<file path="src/rtl/cmp_arbiter.sv">
// Two-requester round-robin arbiter sharing one 2-bit magnitude comparator.
// Optional macro CMP_ONEHOT_CHECK_EN adds a sticky one-hot integrity check on the comparator result.
module cmp_arbiter #(
  parameter int unsigned SETTLE = 1
) (
  input  logic       clk,
  input  logic       rst_n,
  input  logic       req0,
  input  logic       req1,
  input  logic [1:0] opa0,
  input  logic [1:0] opb0,
  input  logic [1:0] opa1,
  input  logic [1:0] opb1,
  output logic       done0,
  output logic       done1,
  output logic [2:0] res0,
  output logic [2:0] res1,
  output logic       cmp_a1,
  output logic       cmp_a0,
  output logic       cmp_b1,
  output logic       cmp_b0,
  input  logic       cmp_r,
  input  logic       cmp_g,
  input  logic       cmp_b,
  output logic       busy,
  output logic       err
);

  typedef enum logic [1:0] {
    S_IDLE  = 2'd0,
    S_DRIVE = 2'd1,
    S_DONE  = 2'd2
  } state_t;

  localparam logic [3:0] CNT_LOAD = 4'(SETTLE - 1);

  state_t     r_state;
  logic [3:0] r_cnt;
  logic       r_gnt;
  logic       r_prio;
  logic       r_wait0;
  logic       r_wait1;

  logic       w_elig0;
  logic       w_elig1;
  logic       w_grant1;
  logic       w_start;
  logic       w_capture;
  logic [1:0] w_opa;
  logic [1:0] w_opb;
  logic [2:0] w_res;

  // A requester that was just served must drop req once before it is eligible again.
  assign w_elig0   = req0 & ~r_wait0;
  assign w_elig1   = req1 & ~r_wait1;
  assign w_grant1  = w_elig1 & (~w_elig0 | r_prio);
  assign w_start   = (r_state != S_DRIVE) & (w_elig0 | w_elig1);
  assign w_capture = (r_state == S_DRIVE) & (r_cnt == 4'd0);
  assign w_opa     = w_grant1 ? opa1 : opa0;
  assign w_opb     = w_grant1 ? opb1 : opb0;
  assign w_res     = {cmp_r, cmp_g, cmp_b};
  assign busy      = (r_state != S_IDLE);

  // NOTE: all state below uses non-blocking assignments so every register
  // samples pre-edge values; blocking here would create order-dependent races.
  always_ff @(posedge clk or negedge rst_n) begin
    if (!rst_n) begin
      r_state <= S_IDLE;
      r_cnt   <= 4'd0;
      r_gnt   <= 1'b0;
      r_prio  <= 1'b0;
      r_wait0 <= 1'b0;
      r_wait1 <= 1'b0;
      done0   <= 1'b0;
      done1   <= 1'b0;
      res0    <= 3'b000;
      res1    <= 3'b000;
      cmp_a1  <= 1'b0;
      cmp_a0  <= 1'b0;
      cmp_b1  <= 1'b0;
      cmp_b0  <= 1'b0;
    end else begin
      done0 <= 1'b0;
      done1 <= 1'b0;
      if (!req0) r_wait0 <= 1'b0;
      if (!req1) r_wait1 <= 1'b0;

      if (w_start) begin
        // DONE may hand straight over to the next grant for back-to-back throughput.
        r_state          <= S_DRIVE;
        r_gnt            <= w_grant1;
        r_cnt            <= CNT_LOAD;
        {cmp_a1, cmp_a0} <= w_opa;
        {cmp_b1, cmp_b0} <= w_opb;
      end else if (w_capture) begin
        r_state <= S_DONE;
        r_prio  <= ~r_gnt;
        if (r_gnt) begin
          res1    <= w_res;
          done1   <= 1'b1;
          r_wait1 <= 1'b1;
        end else begin
          res0    <= w_res;
          done0   <= 1'b1;
          r_wait0 <= 1'b1;
        end
      end else if (r_state == S_DRIVE) begin
        r_cnt <= r_cnt - 4'd1;
      end else if (r_state == S_DONE) begin
        r_state <= S_IDLE;
        cmp_a1  <= 1'b0;
        cmp_a0  <= 1'b0;
        cmp_b1  <= 1'b0;
        cmp_b0  <= 1'b0;
      end
    end
  end

`ifdef CMP_ONEHOT_CHECK_EN
  logic r_err;
  logic w_onehot;

  assign w_onehot = (w_res == 3'b100) | (w_res == 3'b010) | (w_res == 3'b001);

  always_ff @(posedge clk or negedge rst_n) begin
    if (!rst_n) begin
      r_err <= 1'b0;
    end else if (w_capture && !w_onehot) begin
      r_err <= 1'b1;
    end
  end

  assign err = r_err;
`else
  assign err = 1'b0;
`endif

endmodule
</file>
<file path="config.mk">
export PLATFORM = sky130hd
export DESIGN_NAME = cmp_arbiter
export DESIGN_NICKNAME = d
export VERILOG_FILES = /design/src/rtl/cmp_arbiter.sv
export SDC_FILE = /design/constraint.sdc
export NUM_CORES = 1
export LEC_CHECK = 0
export ABC_AREA = 0
export CAP_MARGIN = 20
export CORE_MARGIN = 1.5
export CORE_UTILIZATION = 49
export DETAILED_ROUTE_END_ITERATION = 10
export GPL_TIMING_DRIVEN = 0
export PLACE_DENSITY = 0.82
export SYNTH_ARGS = -nofsm -noshare
export SYNTH_HDL_FRONTEND = slang
export SYNTH_SLANG_ARGS = --single-unit
export TNS_END_PERCENT = 30
</file>
<file path="constraint.sdc">
create_clock -name clk -period 3.4 [get_ports clk]
set_input_delay 0.68 -clock clk [delete_from_list [all_inputs] [get_ports clk]]
set_output_delay 0.68 -clock clk [all_outputs]
set_load 0.01 [all_outputs]
</file>
# After elaboration in Yosys (flattened, before gate mapping)
# Cells that the tools add are included.
# W data, S select, Z words.
[word_totals] register_bits=22 in_bits=15 out_inout_bits=14 word_cells=74
[classes] addsub=1 eq_ne=6 mux=30 bitwise=12 n_reduce_logical=11
[op_table] cell="$mux W1" count=21
[op_table] cell="$mux W2" count=6
[op_table] cell="$mux W4" count=3
[op_table] cell="$reduce_and A3 Y1" count=3
[op_table] cell="$reduce_and A2 Y1" count=3
[op_table] cell="$reduce_bool A2 Y1" count=3
[op_table] cell="$and A1 B1 Y1" count=5
[op_table] cell="$not A1 Y1" count=5
[op_table] cell="$logic_not A4 Y1" count=1
[op_table] cell="$ne A2 B2 Y1 const B" count=2
[op_table] cell="$sub A4 B1 Y4 const B" count=1
[op_table] cell="$ne A3 B3 Y1 const B" count=1
[op_table] cell="$reduce_bool A3 Y1" count=1
[op_table] cell="$eq A2 B1 Y1 const B" count=1
[op_table] cell="$eq A2 B2 Y1 const B" count=1
[op_table] cell="$ne A2 B1 Y1 const B" count=1
[op_table] cell="$or A1 B1 Y1" count=2

# Depth between registers and ports, before layout
# Gate-level depths: netlist of the first run.
[depth] word_depth=7 mapped_depth=5

# Worst setup path after synthesis of the first run
# No wires, ideal clock.
[synth_timing] path_kind="input to register" from="input port req1" to="register cmp_a0" setup_time_ps=124 t_arrival_ps=1443 required_ps=3276 slack_ps=1833 path_stages=4 n_path_buf=0 path_cell_list="nand2b_1 > and2_1 > maj3_1 > o2bb2ai_1"
[synth_between] elab_chain_len=5
[synth_rtl] item="from (decl)" line="9" source="input logic req1,"
[synth_rtl] item="$and A1 B1 Y1 (*)" line="55" source="assign w_elig1 = req1 & ~r_wait1;"
[synth_rtl] item="$or A1 B1 Y1" line="57" source="assign w_start = (r_state != S_DRIVE) & (w_elig0 | w_elig1);"
[synth_rtl] item="$and A1 B1 Y1" line="57"
[synth_rtl] item="$ne A2 B2 Y1 (no source line) or $reduce_bool A2 Y1 (tied branches)"
[synth_rtl] item="$reduce_and A3 Y1 (no source line)"
[synth_rtl] item="to (signal assigned)" line="93" source="{cmp_a1, cmp_a0} <= w_opa;"
[synth_rtl] item="to (decl)" line="19" source="output logic cmp_a0,"
# Every way passes the cells marked *; elsewhere a longest branch is shown, timed or not.
# A chain may end at the register's enable or synchronous reset.

# Final worst setup path of the first run
[layout_timing] from="register r_state[0]" to="output port busy"
[layout_between] elab_chain_len=1
[layout_rtl] item="from (decl)" line="37" source="state_t r_state;"
[layout_rtl] item="from (signal assigned)" line="68" source="r_state <= S_IDLE;"
[layout_rtl] item="from (signal assigned)" line="90" source="r_state <= S_DRIVE;"
[layout_rtl] item="from (signal assigned)" line="96" source="r_state <= S_DONE;"
[layout_rtl] item="$reduce_bool A2 Y1" line="62" source="assign busy = (r_state != S_IDLE);"
[layout_rtl] item="to (decl)" line="25" source="output logic busy,"
# No other way between the ends.

==> out/results.ini, run 1 <==
[clocking]
ctsRootBufferMaster = clkbuf_4
cts_resized = 0
cts_hold_buf = 0
clk_path_buf_depth = 2
cts_sinks = 22
cts_tree = yes
cts_buffers = 3
clk_latency_ns = 0.30
cts_setup_buffers = 0
clkTransAtPathRegs_ns = 0.11
htreeDepth = 1

[yosys]
synth_edf_count = 0
synth.most_common_cell = dfrtp_1
synth_fp_nets = 97
syn_area_per_cell_um2 = 12.4
yosysTopAreaCell = dfrtp_1
synth_area_leaders = dfrtp_1 (55%), mux2_1 (4.5%), mux2_4 (4.5%), mux2i_1 (4.0%), o2bb2ai_1 (3.5%)
syn-instance-count = 81
syn_area_um2 = 1000
synthArstFlopShare_pct = 100
synth_seq_cells = 22
ys_seq_area_share_pct = 55.0
synth_ff_type = dfrtp_1
yosys.area.top_type_share_pct = 55.0
ys_warn_count = 0
synth_common_cells = dfrtp_1 (22), nand2_1 (7)
ys_types = 33

[floorplan]
io_pins = 29
die_y_um = 48.2
core_um2 = 1940
dieArea_um2 = 2320
die_w_um = 48.2
start_util_pct = 51.5
num_rows = 16

[critical_path]
rr_worst_depth = 5
critPathLaunchType = register
worst_r2r_endpoint = res0[2]
required_ns = 2.72
rr_startpoint = r_cnt[1]
crit_start = r_state[0]
arrival_ns = 1.51
cp_max_fo = 6
crit_path_end = busy
critical_path.endpoint_type = output pin
critPathKind = reg -> out
reg2reg_slack_ns = 1.85

[sta]
finalWorstSetupSlack_ns = 1.21
clock_skew_ns = 0.00444
hold_viol = 0
drv_slew = 0
max_freq_ghz = 0.456
tightest_slew_ns = 0.925
fin_crit_sh_pct = 64.5
fin_crit_ns = 2.19
rsz0062_at_grt = no
tns_ns = 0
relSlewSlack_pct = 38.2
setup_viol_count_final = 0

[placed_design]
place_worst_setup_slack_ns = 1.25
dp_hpwl_um = 1500
port_buffers = 27
dp.cells = 135
gp_congestion = 0.690

[cells_and_area]
fin_nets = 129
areaGrowthSynthToFinish_pct = 32.6
fillerInstances = 167
utilization_pct = 68.4
layout-drive-gt1-share_pct = 14.4
multi_input_area_um2 = 423
seqCellArea_um2 = 551
diodes = 0
stdcell_count = 138

[global_route]
grt_pass1_wl_um = 2840
grtUsageTotal_pct = 18.5
grt_start_max_net_pins = 23
antenna_found_initial = 0
grt-ovfl-total = 0
grt_pass1_vias = 676

[drt]
drc_errors = 0
vias = 717
dr.pass1.iters = 4
drtIter0Drc = 6
vias_per_cell = 5.20
wl_um = 1910
routedWlPerCell_um = 13.8
ant_nets = 0

[status]
run_status = finished, final reports clean

[worst_hold_path]
worstHoldPathType = reg -> reg

[power]
swShare_pct = 35.6
p_comb_share_pct = 51.4
netSwitchingPower_mw = 0.419
p_per_area_nw_per_um2 = 885
max-vdd-ir-drop_uv = 540
p_int_mw = 0.757
leakage_nw = 0.614
p_clk_share_pct = 9.6
p_seq_share_pct = 39.0

[job]
max_cap_viol_count = 0

## registers in the layout, summed over array words and instances (netlist names)
signal	flops
r_gnt	1
res1	3
r_state	2
cmp_a1	1
r_cnt	4
r_wait1	1
cmp_b1	1
done1	1
r_prio	1
done0	1
cmp_a0	1
res0	3
r_wait0	1
cmp_b0	1
## power groups by stage
stage	clock [mW]	combinational [mW]	sequential (mW)
final	0.112	0.604	0.459
after global routing	0.121	0.658	0.473
after CTS	0.114	0.612	0.460
after detailed placement	0	0.609	0.463
after global placement	0	0.586	0.456
after floorplan	0	0.345	0.484
## logic make-up after synthesis
family | synth area share [%]
mux | 14.1
fa+ha+maj | 2.25
compound gates | 10.5
simple gates | 15.0
flops | 55.0
other cells | 0.375
buf+inv | 2.75
## layer usage
layer	track usage [%]	routed length [µm]	vias to the layer above
met2	32.1	1020	17
met5	0	0	-
met1	21.5	791	348
li1	-	-	347
met3	2.22	48	5
met4	11.4	51	0
## critical path: stages, from the launching register on
cell and delay, ns:
dfrtp_1 0.45, or2_2 0.29, clkdlybuf4s50_1 0.48
## worst min path at each step
stage	startpoint	end	cells past startpoint
2_1_floorplan	rst_n	cmp_a0	0
3_3_place_gp	r_wait0	r_wait0	1
3_5_place_dp	r_wait1	r_wait1	2
4_1_cts	r_wait0	r_wait0	1
5_1_grt	r_wait0	r_wait0	1
6_report	r_wait1	r_wait1	2
## layout by cell type (no fill, tap or decap), types with 2 or more instances in the layout
cell type / n
nand2_1: 7
o2bb2ai_1: 4
nor2_1: 4
mux2_1: 4
mux2_4: 3
inv_1: 4
nand2b_1: 3
o21ai_0: 2
clkbuf_4: 3
clkdlybuf4s50_1: 27
mux2i_1: 4
a21o_1: 2
dfrtp_1: 22
## final cells by class
class                           instances  share of cell area, %
Multi-Input combinational cell         53                   31.9
Clock buffer                            3                   1.70
Timing Repair Buffer                   27                   20.4
Inverter                                4                   1.13
Buffer                                  2                  0.943
Sequential cell                        22                   41.5
Tap cell                               27                   2.54
## stage by stage
step / cell area [µm²] / hold slack, ns / total power [mW]
final: 1330 / 0.482 / 1.18
after global routing: 1330 / 0.517 / 1.25
after CTS: 1330 / 0.487 / 1.19
after global placement: 1310 / 0.451 / 1.04
after floorplan: 1000 / 0.384 / 0.829
after detailed placement: 1310 / 0.459 / 1.07
(Power assumes the default switching activity.)
==> run 2: changes to the inputs <==
- CORE_UTILIZATION: 49 -> 46
- PLACE_DENSITY: 0.82 -> 0.78
- clock period: 3.4 -> 2.15 ns (I/O delays scaled with it)
==> out/results.ini, run 2 (synthesized netlist as in run 1, its figures left out) <==
[floorplan]
die_y_um = 49.6
core_um2 = 2000
io_pins = 29
num_rows = 16
die_w_um = 49.6
dieArea_um2 = 2460
start_util_pct = 50.0

[sta]
tns_ns = 0
setup_viol_count_final = 0
hold_viol = 0
drv_slew = 0
fin_crit_sh_pct = 90.7
tightest_slew_ns = 0.569
relSlewSlack_pct = 61.9
max_freq_ghz = 0.513
rsz0062_at_grt = no
holdWs_ns = 0.459
fin_crit_ns = 1.95
clock_skew_ns = 0.0142
finalWorstSetupSlack_ns = 0.201

[power]
p_seq_share_pct = 37.9
p_per_area_nw_per_um2 = 1400
power_mw = 1.90
p_comb_share_pct = 49.9
p_int_mw = 1.24
leakage_nw = 0.629
max-vdd-ir-drop_uv = 807
netSwitchingPower_mw = 0.666
swShare_pct = 35.0
p_clk_share_pct = 12.2

[clocking]
cts_hold_buf = 0
cts_sinks = 22
cts_buffers = 3
clkTransAtPathRegs_ns = 0.13
cts_setup_buffers = 0
clk_latency_ns = 0.32
clk_path_buf_depth = 2
cts_tree = yes
htreeDepth = 1
cts_resized = 0
ctsRootBufferMaster = clkbuf_4

[drt]
routedWlPerCell_um = 13.3
vias_per_cell = 4.96
top_layer = met4
drtIter0Drc = 12
dr_wl_met2_um = 896
dr.pass1.iters = 3
ant_nets = 0
wl_um = 1870
met1_length_um = 870
vias = 695
drc_errors = 0
wl_met3_um = 71

[placed_design]
dp.cells = 135
port_buffers = 27
gp_congestion = 0.749
place_worst_setup_slack_ns = 0.242
dp_hpwl_um = 1380
place_area_um2 = 1310

[critical_path]
arrival_ns = 1.52
critPathKind = reg -> out
required_ns = 1.72
cp_max_fo = 6
critical_path.endpoint_type = output pin
critPathLaunchType = register

[cells_and_area]
stdcell_count = 140
fillerInstances = 161
layout-drive-gt1-share_pct = 15.9
largestRegisters = r_cnt (4), res0 (3), res1 (3)
mostFrequentLayoutCells = clkdlybuf4s50_1 (27), dfrtp_1 (22), nand2_1 (7)
largest_register_ffs = 4
areaGrowthSynthToFinish_pct = 35.5
layout_commonest_cell = clkdlybuf4s50_1
utilization_pct = 67.8
fin_area_um2 = 1360
diodes = 0
regMostFlops = r_cnt
fin_nets = 130

[global_route]
grt_start_max_net_pins = 23
grt_pass1_wl_um = 3180
antenna_found_initial = 0
grt-ovfl-total = 0
grt_pass1_vias = 711
grtUsageTotal_pct = 17.0

[worst_hold_path]
worstHoldPathType = in -> async

[status]
run_status = finished, final reports clean

[job]
max_cap_viol_count = 0

## run 2: power groups by stage
| stage | sequential, mW | combinational, mW | clock (mW) |
|---|---|---|---|
| floorplan | 0.766 | 0.545 | 0 |
| global placement | 0.721 | 0.929 | 0 |
| detailed placement | 0.727 | 0.960 | 0 |
| CTS | 0.721 | 0.965 | 0.234 |
| global route | 0.744 | 1.05 | 0.251 |
| finish | 0.721 | 0.950 | 0.232 |
## run 2: area by class of cell
| type | instances | area [µm²] | share of cell area, % |
|---|---|---|---|
| multi-input cells | 53 | 423 | 31.2 |
| plain buffers | 2 | 12.5 | 0.923 |
| flip-flops and latches | 22 | 551 | 40.6 |
| inverters | 4 | 15.0 | 1.11 |
| repair buffers | 28 | 285 | 21.0 |
| well taps | 27 | 33.8 | 2.49 |
| clock buffers | 4 | 36.3 | 2.68 |
## run 2: final timing paths
path                                 start       end  slack [ns]  cells after the start
worst min-delay path                 rst_n  r_cnt[0]        0.46                      1
max in group asynchronous            rst_n  r_cnt[1]        1.23                      2
worst min register to register     r_wait1   r_wait1        0.48                      2
worst max-delay path            r_state[0]      busy        0.20                      2
min in group clk                   r_wait1   r_wait1        0.48                      2
worst max register to register    r_cnt[0]   res0[1]        0.57                      5
## run 2: routing by layer
| layer | track usage, % | vias up |
|---|---|---|
| li1 | - | 346 |
| met1 | 22.5 | 328 |
| met2 | 26.9 | 17 |
| met3 | 3.94 | 4 |
| met4 | 6.94 | 0 |
| met5 | 0 | - |
## run 2: worst max-delay path: stages (launching register included)
cell and delay [ns]:
dfrtp_1 0.45, or2_2 0.29, clkdlybuf4s50_1 0.47
